==> config.mk <==
export PLATFORM = sky130hd
export DESIGN_NAME = rvlab_shift_unit
export DESIGN_NICKNAME = d
export VERILOG_FILES = /design/src/rtl/rvlab_shift_unit.sv
export SDC_FILE = /design/constraint.sdc
export NUM_CORES = 1
export LEC_CHECK = 0
export CAP_MARGIN = 15
export CORE_ASPECT_RATIO = 1.5
export CORE_UTILIZATION = 62
export CTS_CLUSTER_DIAMETER = 80
export CTS_CLUSTER_SIZE = 10
export DETAILED_ROUTE_END_ITERATION = 8
export MAX_ROUTING_LAYER = met4
export PLACE_DENSITY = 0.95
export SYNTH_ARGS = -nofsm -noshare
export SYNTH_HDL_FRONTEND = slang
export SYNTH_SLANG_ARGS = --single-unit
==> constraint.sdc <==
create_clock -name clk_i -period 7.7 [get_ports clk_i]
set_clock_uncertainty 0.2 [all_clocks]
set_input_delay 0.77 -clock clk_i [delete_from_list [all_inputs] [get_ports clk_i]]
set_output_delay 0.77 -clock clk_i [all_outputs]
set_load 0.05 [all_outputs]
==> src/rtl/rvlab_shift_unit.sv <==
// rvlab_shift_unit: pipelined barrel shifter supporting LSL/LSR/ASR/ROL/ROR.
// The shift is decomposed into binary levels (shift by 2^k). The levels are
// spread evenly over STAGES register stages. Mode, amount, carry and error
// status travel alongside the data. A single global stall freezes every stage
// whenever the output is valid but not accepted.
module rvlab_shift_unit #(
    parameter  int WIDTH  = 32,
    parameter  int STAGES = 2,
    localparam int AMT_W  = $clog2(WIDTH)
) (
    input  logic             clk_i,
    input  logic             rst_i,
    input  logic             in_valid_i,
    output logic             in_ready_o,
    input  logic [WIDTH-1:0] in_data_i,
    input  logic [AMT_W-1:0] in_amt_i,
    input  logic [2:0]       in_mode_i,
    output logic             out_valid_o,
    input  logic             out_ready_i,
    output logic [WIDTH-1:0] out_data_o,
    output logic             out_carry_o,
    output logic             out_zero_o,
    output logic             out_err_o,
    input  logic             cnt_clr_i,
    output logic [15:0]      op_count_o,
    output logic             busy_o
);

    // Number of binary shift levels handled by each stage.
    localparam int LPS = (AMT_W + STAGES - 1) / STAGES;

    localparam logic [2:0] MODE_LSL = 3'd0;
    localparam logic [2:0] MODE_LSR = 3'd1;
    localparam logic [2:0] MODE_ASR = 3'd2;
    localparam logic [2:0] MODE_ROL = 3'd3;
    localparam logic [2:0] MODE_ROR = 3'd4;

    logic              stall_s;
    logic              last_vld_s;
    logic [WIDTH-1:0]  last_data_s;
    logic              last_carry_s;
    logic              last_err_s;
    logic [STAGES-1:0] vld_vec_s;
    logic [15:0]       cnt_r;

    // Modes 5..7 are rejected; such requests pass their data through untouched.
    function automatic logic mode_illegal(input logic [2:0] mode);
        logic ill;
        case (mode)
            MODE_LSL, MODE_LSR, MODE_ASR, MODE_ROL, MODE_ROR: ill = 1'b0;
            default:                                          ill = 1'b1;
        endcase
        return ill;
    endfunction

    // One shift level by sh = 2^k; returns {carry, result}. The carry is the
    // last bit leaving the word. Because every later level shifts further, the
    // carry of the final active level equals the carry of the whole shift.
    function automatic logic [WIDTH:0] shift_level(input logic [WIDTH-1:0] d,
                                                   input logic [2:0]       mode,
                                                   input int               sh);
        logic [WIDTH-1:0] r;
        logic [WIDTH-1:0] tmp;
        logic             c;
        r   = d;
        tmp = d;
        c   = 1'b0;
        case (mode)
            MODE_LSL: begin
                r   = d << sh;
                tmp = d >> (WIDTH - sh);
                c   = tmp[0];
            end
            MODE_LSR: begin
                r   = d >> sh;
                tmp = d >> (sh - 1);
                c   = tmp[0];
            end
            MODE_ASR: begin
                r   = $signed(d) >>> sh;
                tmp = d >> (sh - 1);
                c   = tmp[0];
            end
            MODE_ROL: begin
                r = (d << sh) | (d >> (WIDTH - sh));
                c = r[0];
            end
            MODE_ROR: begin
                r = (d >> sh) | (d << (WIDTH - sh));
                c = r[WIDTH-1];
            end
            default: begin
                r = d;
                c = 1'b0;
            end
        endcase
        return {c, r};
    endfunction

    for (genvar s = 0; s < STAGES; s++) begin : g_stage
        localparam int LO = s * LPS;
        localparam int HI = (((s + 1) * LPS) < AMT_W) ? ((s + 1) * LPS) : AMT_W;

        logic             src_vld_s;
        logic [WIDTH-1:0] src_data_s;
        logic [AMT_W-1:0] src_amt_s;
        logic [2:0]       src_mode_s;
        logic             src_carry_s;
        logic             src_err_s;
        logic [WIDTH-1:0] nxt_data_s;
        logic             nxt_carry_s;
        logic [AMT_W-1:0] amt_sh_s;
        logic [WIDTH:0]   lvl_s;
        logic             vld_r;
        logic [WIDTH-1:0] data_r;
        logic             carry_r;
        logic             err_r;

        if (s == 0) begin : g_src
            assign src_vld_s   = in_valid_i;
            assign src_data_s  = in_data_i;
            assign src_amt_s   = in_amt_i;
            assign src_mode_s  = in_mode_i;
            assign src_carry_s = 1'b0;
            assign src_err_s   = mode_illegal(in_mode_i);
        end else begin : g_src
            assign src_vld_s   = g_stage[s-1].vld_r;
            assign src_data_s  = g_stage[s-1].data_r;
            assign src_amt_s   = g_stage[s-1].g_fwd.amt_r;
            assign src_mode_s  = g_stage[s-1].g_fwd.mode_r;
            assign src_carry_s = g_stage[s-1].carry_r;
            assign src_err_s   = g_stage[s-1].err_r;
        end

        // Apply this stage's share of the shift levels (LO .. HI-1).
        always_comb begin
            nxt_data_s  = src_data_s;
            nxt_carry_s = src_carry_s;
            amt_sh_s    = {AMT_W{1'b0}};
            lvl_s       = {(WIDTH + 1){1'b0}};
            for (int k = 0; k < AMT_W; k++) begin
                amt_sh_s = src_amt_s >> k;
                if ((k >= LO) && (k < HI) && amt_sh_s[0] && !src_err_s) begin
                    lvl_s       = shift_level(nxt_data_s, src_mode_s, 32'sd1 << k);
                    nxt_data_s  = lvl_s[WIDTH-1:0];
                    nxt_carry_s = lvl_s[WIDTH];
                end else begin
                    nxt_carry_s = nxt_carry_s;
                end
            end
        end

        // Stage valid bit: cleared by reset, frozen while stalled.
        always_ff @(posedge clk_i) begin
            if (rst_i) begin
                vld_r <= 1'b0;
            end else if (!stall_s) begin
                vld_r <= src_vld_s;
            end else begin
                vld_r <= vld_r;
            end
        end

        // Stage payload: advances with the pipeline, holds while stalled.
        always_ff @(posedge clk_i) begin
            if (!stall_s) begin
                data_r  <= nxt_data_s;
                carry_r <= nxt_carry_s;
                err_r   <= src_err_s;
            end else begin
                data_r  <= data_r;
                carry_r <= carry_r;
                err_r   <= err_r;
            end
        end

        // Amount and mode are only needed by the stages that follow.
        if (s < STAGES - 1) begin : g_fwd
            logic [AMT_W-1:0] amt_r;
            logic [2:0]       mode_r;

            // Forward the control fields that the later levels consume.
            always_ff @(posedge clk_i) begin
                if (!stall_s) begin
                    amt_r  <= src_amt_s;
                    mode_r <= src_mode_s;
                end else begin
                    amt_r  <= amt_r;
                    mode_r <= mode_r;
                end
            end
        end

        assign vld_vec_s[s] = vld_r;
    end

    assign last_vld_s   = g_stage[STAGES-1].vld_r;
    assign last_data_s  = g_stage[STAGES-1].data_r;
    assign last_carry_s = g_stage[STAGES-1].carry_r;
    assign last_err_s   = g_stage[STAGES-1].err_r;

    // Outputs are masked during reset so no stale operation is ever visible,
    // and payload outputs read as zero whenever no result is presented.
    assign out_valid_o = last_vld_s & ~rst_i;
    assign stall_s     = out_valid_o & ~out_ready_i;
    assign in_ready_o  = ~stall_s;
    assign out_data_o  = out_valid_o ? last_data_s : {WIDTH{1'b0}};
    assign out_carry_o = out_valid_o & last_carry_s;
    assign out_err_o   = out_valid_o & last_err_s;
    assign out_zero_o  = out_valid_o & (last_data_s == {WIDTH{1'b0}});
    assign busy_o      = (|vld_vec_s) & ~rst_i;
    assign op_count_o  = rst_i ? 16'd0 : cnt_r;

    // Completed-handshake counter; clear takes priority over a handshake.
    always_ff @(posedge clk_i) begin
        if (rst_i) begin
            cnt_r <= 16'd0;
        end else if (cnt_clr_i) begin
            cnt_r <= 16'd0;
        end else if (out_valid_o && out_ready_i) begin
            cnt_r <= cnt_r + 16'd1;
        end else begin
            cnt_r <= cnt_r;
        end
    end

endmodule

==> impl_metrics.json <==
{
  "clock_sinks": 91,
  "drc": 0,
  "cts_hold_buf": 0,
  "crit_top_cell": "clkdlybuf4s50_1",
  "use_met2_pct": 63.5,
  "switching_share_pct": 33.6,
  "grt_overflow": 0,
  "ant_nets": 0,
  "synth.distinct_cells": 86,
  "postSynthCellCount": 941,
  "insertedDiodeCount": 0,
  "worst_pin_slew_ps": 1090,
  "seq_power_share_pct": 44.3,
  "whs_ps": 281,
  "cpLargestDelayFamily": "simple AND/OR/NAND/NOR gates",
  "path_cells": "clkdlybuf4s50_1 -> nor2b_2 -> nand2b_4 -> clkdlybuf4s50_1",
  "crit_arrival_ps": 4150,
  "min_path_type": "reg2reg",
  "synth_area_mm2": 0.00781,
  "initial_core_util_pct": 64.4,
  "fmax_mhz": 195,
  "core_mm2": 0.0121,
  "clk_pin_slew_worst_paths_ps": 60,
  "yosysTopAreaCellShare_pct": 28.0,
  "rsz0062_at_grt": "no",
  "synthTopCellsByArea": "edfxtp_1 (28%), a21oi_1 (5.5%), o21ai_0 (5.1%)",
  "post-cts-setup-buffer-count": 0,
  "final_nets": 1020,
  "clockRootBuffer": "clkbuf_16",
  "dpl.cell_count": 1116,
  "met3_usage_pct": 4.92,
  "drv_cap": 0,
  "finalWirelength_um": 23400,
  "path_buf_inv": 2,
  "setup-tns-final_ps": 0,
  "ys_seq_area_share_pct": 32.7,
  "gp_congestion": 0.993,
  "fin_cells": 1132,
  "io_buffers": 98,
  "crit_path_start_kind": "primary input",
  "fp.dieH_um": 140,
  "vias_per_cell": 7.04,
  "die-area_mm2": 0.0131,
  "comb_power_share_pct": 31.7,
  "fin_crit_sh_pct": 66.4,
  "critPathRequiredTime_ps": 6730,
  "grt_max_degree": 77,
  "dp_hpwl_um": 16300,
  "yosys_warnings": 0,
  "syn_avg_cell_area_um2": 8.30,
  "relSlewSlack_pct": 26.9,
  "post_drt_wl_per_cell_um": 20.7,
  "synth_seq_cells": 91,
  "intPower_mw": 1.03,
  "p_switching_mw": 0.520,
  "critPathKind": "in2out",
  "clk_path_buf_depth": 2,
  "grtUsageTotal_pct": 37.2,
  "filler_cell_count": 925,
  "dr_total_vias": 7974,
  "p_clk_share_pct": 24.0,
  "drive_above_1_share_pct": 7.25,
  "drt-pass1-iter-count": 8,
  "run_status": "completed",
  "setup_viol": 0,
  "synth_area_leader_cell": "edfxtp_1",
  "synth_edf_count": 73,
  "ctsResizeCount": 0,
  "critPathMaxFanout": 76,
  "num_rows": 49,
  "cts_htree_levels": 3,
  "powerDensity_mw_per_mm2": 174,
  "fin_util_pct": 73.3,
  "antenna_found_initial": 0,
  "cts_tree": "done",
  "grt.busiest_layer": "met2",
  "period_needed_ps": 5120,
  "dr.first_iter.drc_count": 698,
  "p_leak_nw": 3.19,
  "cp_slowest_cell": "nor2b_2",
  "met1_usage_pct": 41.0,
  "slew_viol_final": 0,
  "worst_path_largest_cell_delay_ps": 970,
  "insertion_delay_ps": 340,
  "hold_viol_final": 0,
  "cts_buffers": 9,
  "irDropWorstVdd_mv": 0.126,
  "endpoint_kind": "primary output",
  "syn2layout_area_growth_pct": 13.9,
  "die_w_um": 93.7,
  "ys.flop_type": "edfxtp_1",
  "grt_pass1_vias": 7109,
  "pin_count": 99,
  "synth_nets": 987,
  "synth-async-reset-ratio_pct": 0,
  "grt_pass1_wl_um": 36900
}
==> through the flow <==
stage                     area [um^2]  setup WS, ps  total power [mW]
after floorplan                  7820          3780              1.02
after global placement           8650          2700              1.15
after detailed placement         8650          2620              1.16
after CTS                        8900          2600              1.53
after global routing             8900          2340              1.61
final                            8900          2580              1.55
==> flip-flops by register name (all words and copies together) (netlist names) <==
| register | count |
|---|---|
| g_stage.vld_r | 2 |
| g_stage.data_r | 64 |
| g_stage.err_r | 2 |
| g_stage.g_fwd.mode_r | 3 |
| cnt_r | 16 |
| g_stage.g_fwd.amt_r | 2 |
| g_stage.carry_r | 2 |
==> logic make-up after synthesis <==
family | share of synthesized area, %
compound gates | 30.5
simple gates | 21.2
fa+ha+maj | 0.160
flops | 32.7
buf+inv | 6.28
mux | 7.00
xor+xnor | 2.27
==> path summary, 6_finish.rpt <==
check	depth (start not counted)	slack (ps)	endpoint	start
setup reg to reg	5	4130	g_stage[1].data_r[29]	g_stage[0].g_fwd.mode_r[0]
hold reg to reg	2	280	g_stage[0].vld_r	g_stage[0].vld_r
hold / removal	2	280	g_stage[0].vld_r	g_stage[0].vld_r
setup / recovery	4	2580	in_ready_o	rst_i
==> synth_stat cells, types with 22 or more instances <==
master	instances
a21oi_1	86
nand2_1	84
nor2_1	81
o21ai_0	79
edfxtp_1	73
and2_1	39
clkbuf_1	39
a22oi_1	36
buf_2	35
nand3_1	30
nor2b_1	27
mux2i_1	22
==> power groups by stage <==
stage | combinational, mW | clock, mW | sequential [mW]
floorplan | 0.355 | 0 | 0.663
global route | 0.526 | 0.390 | 0.692
detailed placement | 0.470 | 0 | 0.690
finish | 0.489 | 0.371 | 0.685
global placement | 0.462 | 0 | 0.686
CTS | 0.473 | 0.374 | 0.682
==> per-layer routing <==
layer	wire length [um]	vias up	part of all wire [%]
li1	-	3605	-
met2	11900	615	51
met4	1500	0	6.4
met5	0	-	0
met1	7920	3626	34
met3	2080	128	8.9
==> worst register-to-register path, delay by kind of cell, from the launching register on <==
kind,cells,cell delay (ps)
AOI/OAI and AO/OA,4,1570
DFF,1,650
and+or+nand+nor,1,820
==> layout make-up <==
type                    count  area, um^2  area share (%)
multi-input cells         748        4790            53.8
flip-flops and latches     91        2550            28.7
repair buffers            109        1060            11.9
clock buffers              11         233            2.61
well taps                 153         191            2.15
inverters                  15        56.3           0.633
clock inverters             5        20.0           0.225
==> cells in the final DEF, fill, tap and decap left out, types with 5 or more instances in the layout <==
cell | netlist | routed
nand2_1 | 84 | 84
nor2_1 | 81 | 80
edfxtp_1 | 73 | 73
a211oi_1 | 8 | 8
clkdlybuf4s50_1 | 0 | 97
nor3_1 | 16 | 16
and2_1 | 39 | 39
o2bb2ai_1 | 6 | 6
a2bb2oi_1 | 6 | 6
clkbuf_16 | 0 | 9
mux4_2 | 9 | 9
a311oi_1 | 6 | 6
xnor2_1 | 5 | 5
xor2_1 | 9 | 9
o21ai_0 | 79 | 79
a221oi_1 | 6 | 6
o211ai_1 | 16 | 16
nand2b_1 | 8 | 7
a22oi_1 | 36 | 36
nor2b_1 | 27 | 26
dfxtp_1 | 18 | 18
buf_4 | 4 | 11
a31oi_1 | 15 | 15
or2_2 | 6 | 6
o21a_1 | 6 | 6
mux2i_1 | 22 | 22
mux2_2 | 10 | 10
a22o_1 | 20 | 20
inv_1 | 14 | 14
o22ai_1 | 11 | 11
nor4_1 | 10 | 10
nand3_1 | 30 | 29
a21o_1 | 6 | 6
a21oi_1 | 86 | 86
a32oi_1 | 5 | 5
Power figures use the tool's default switching activity.
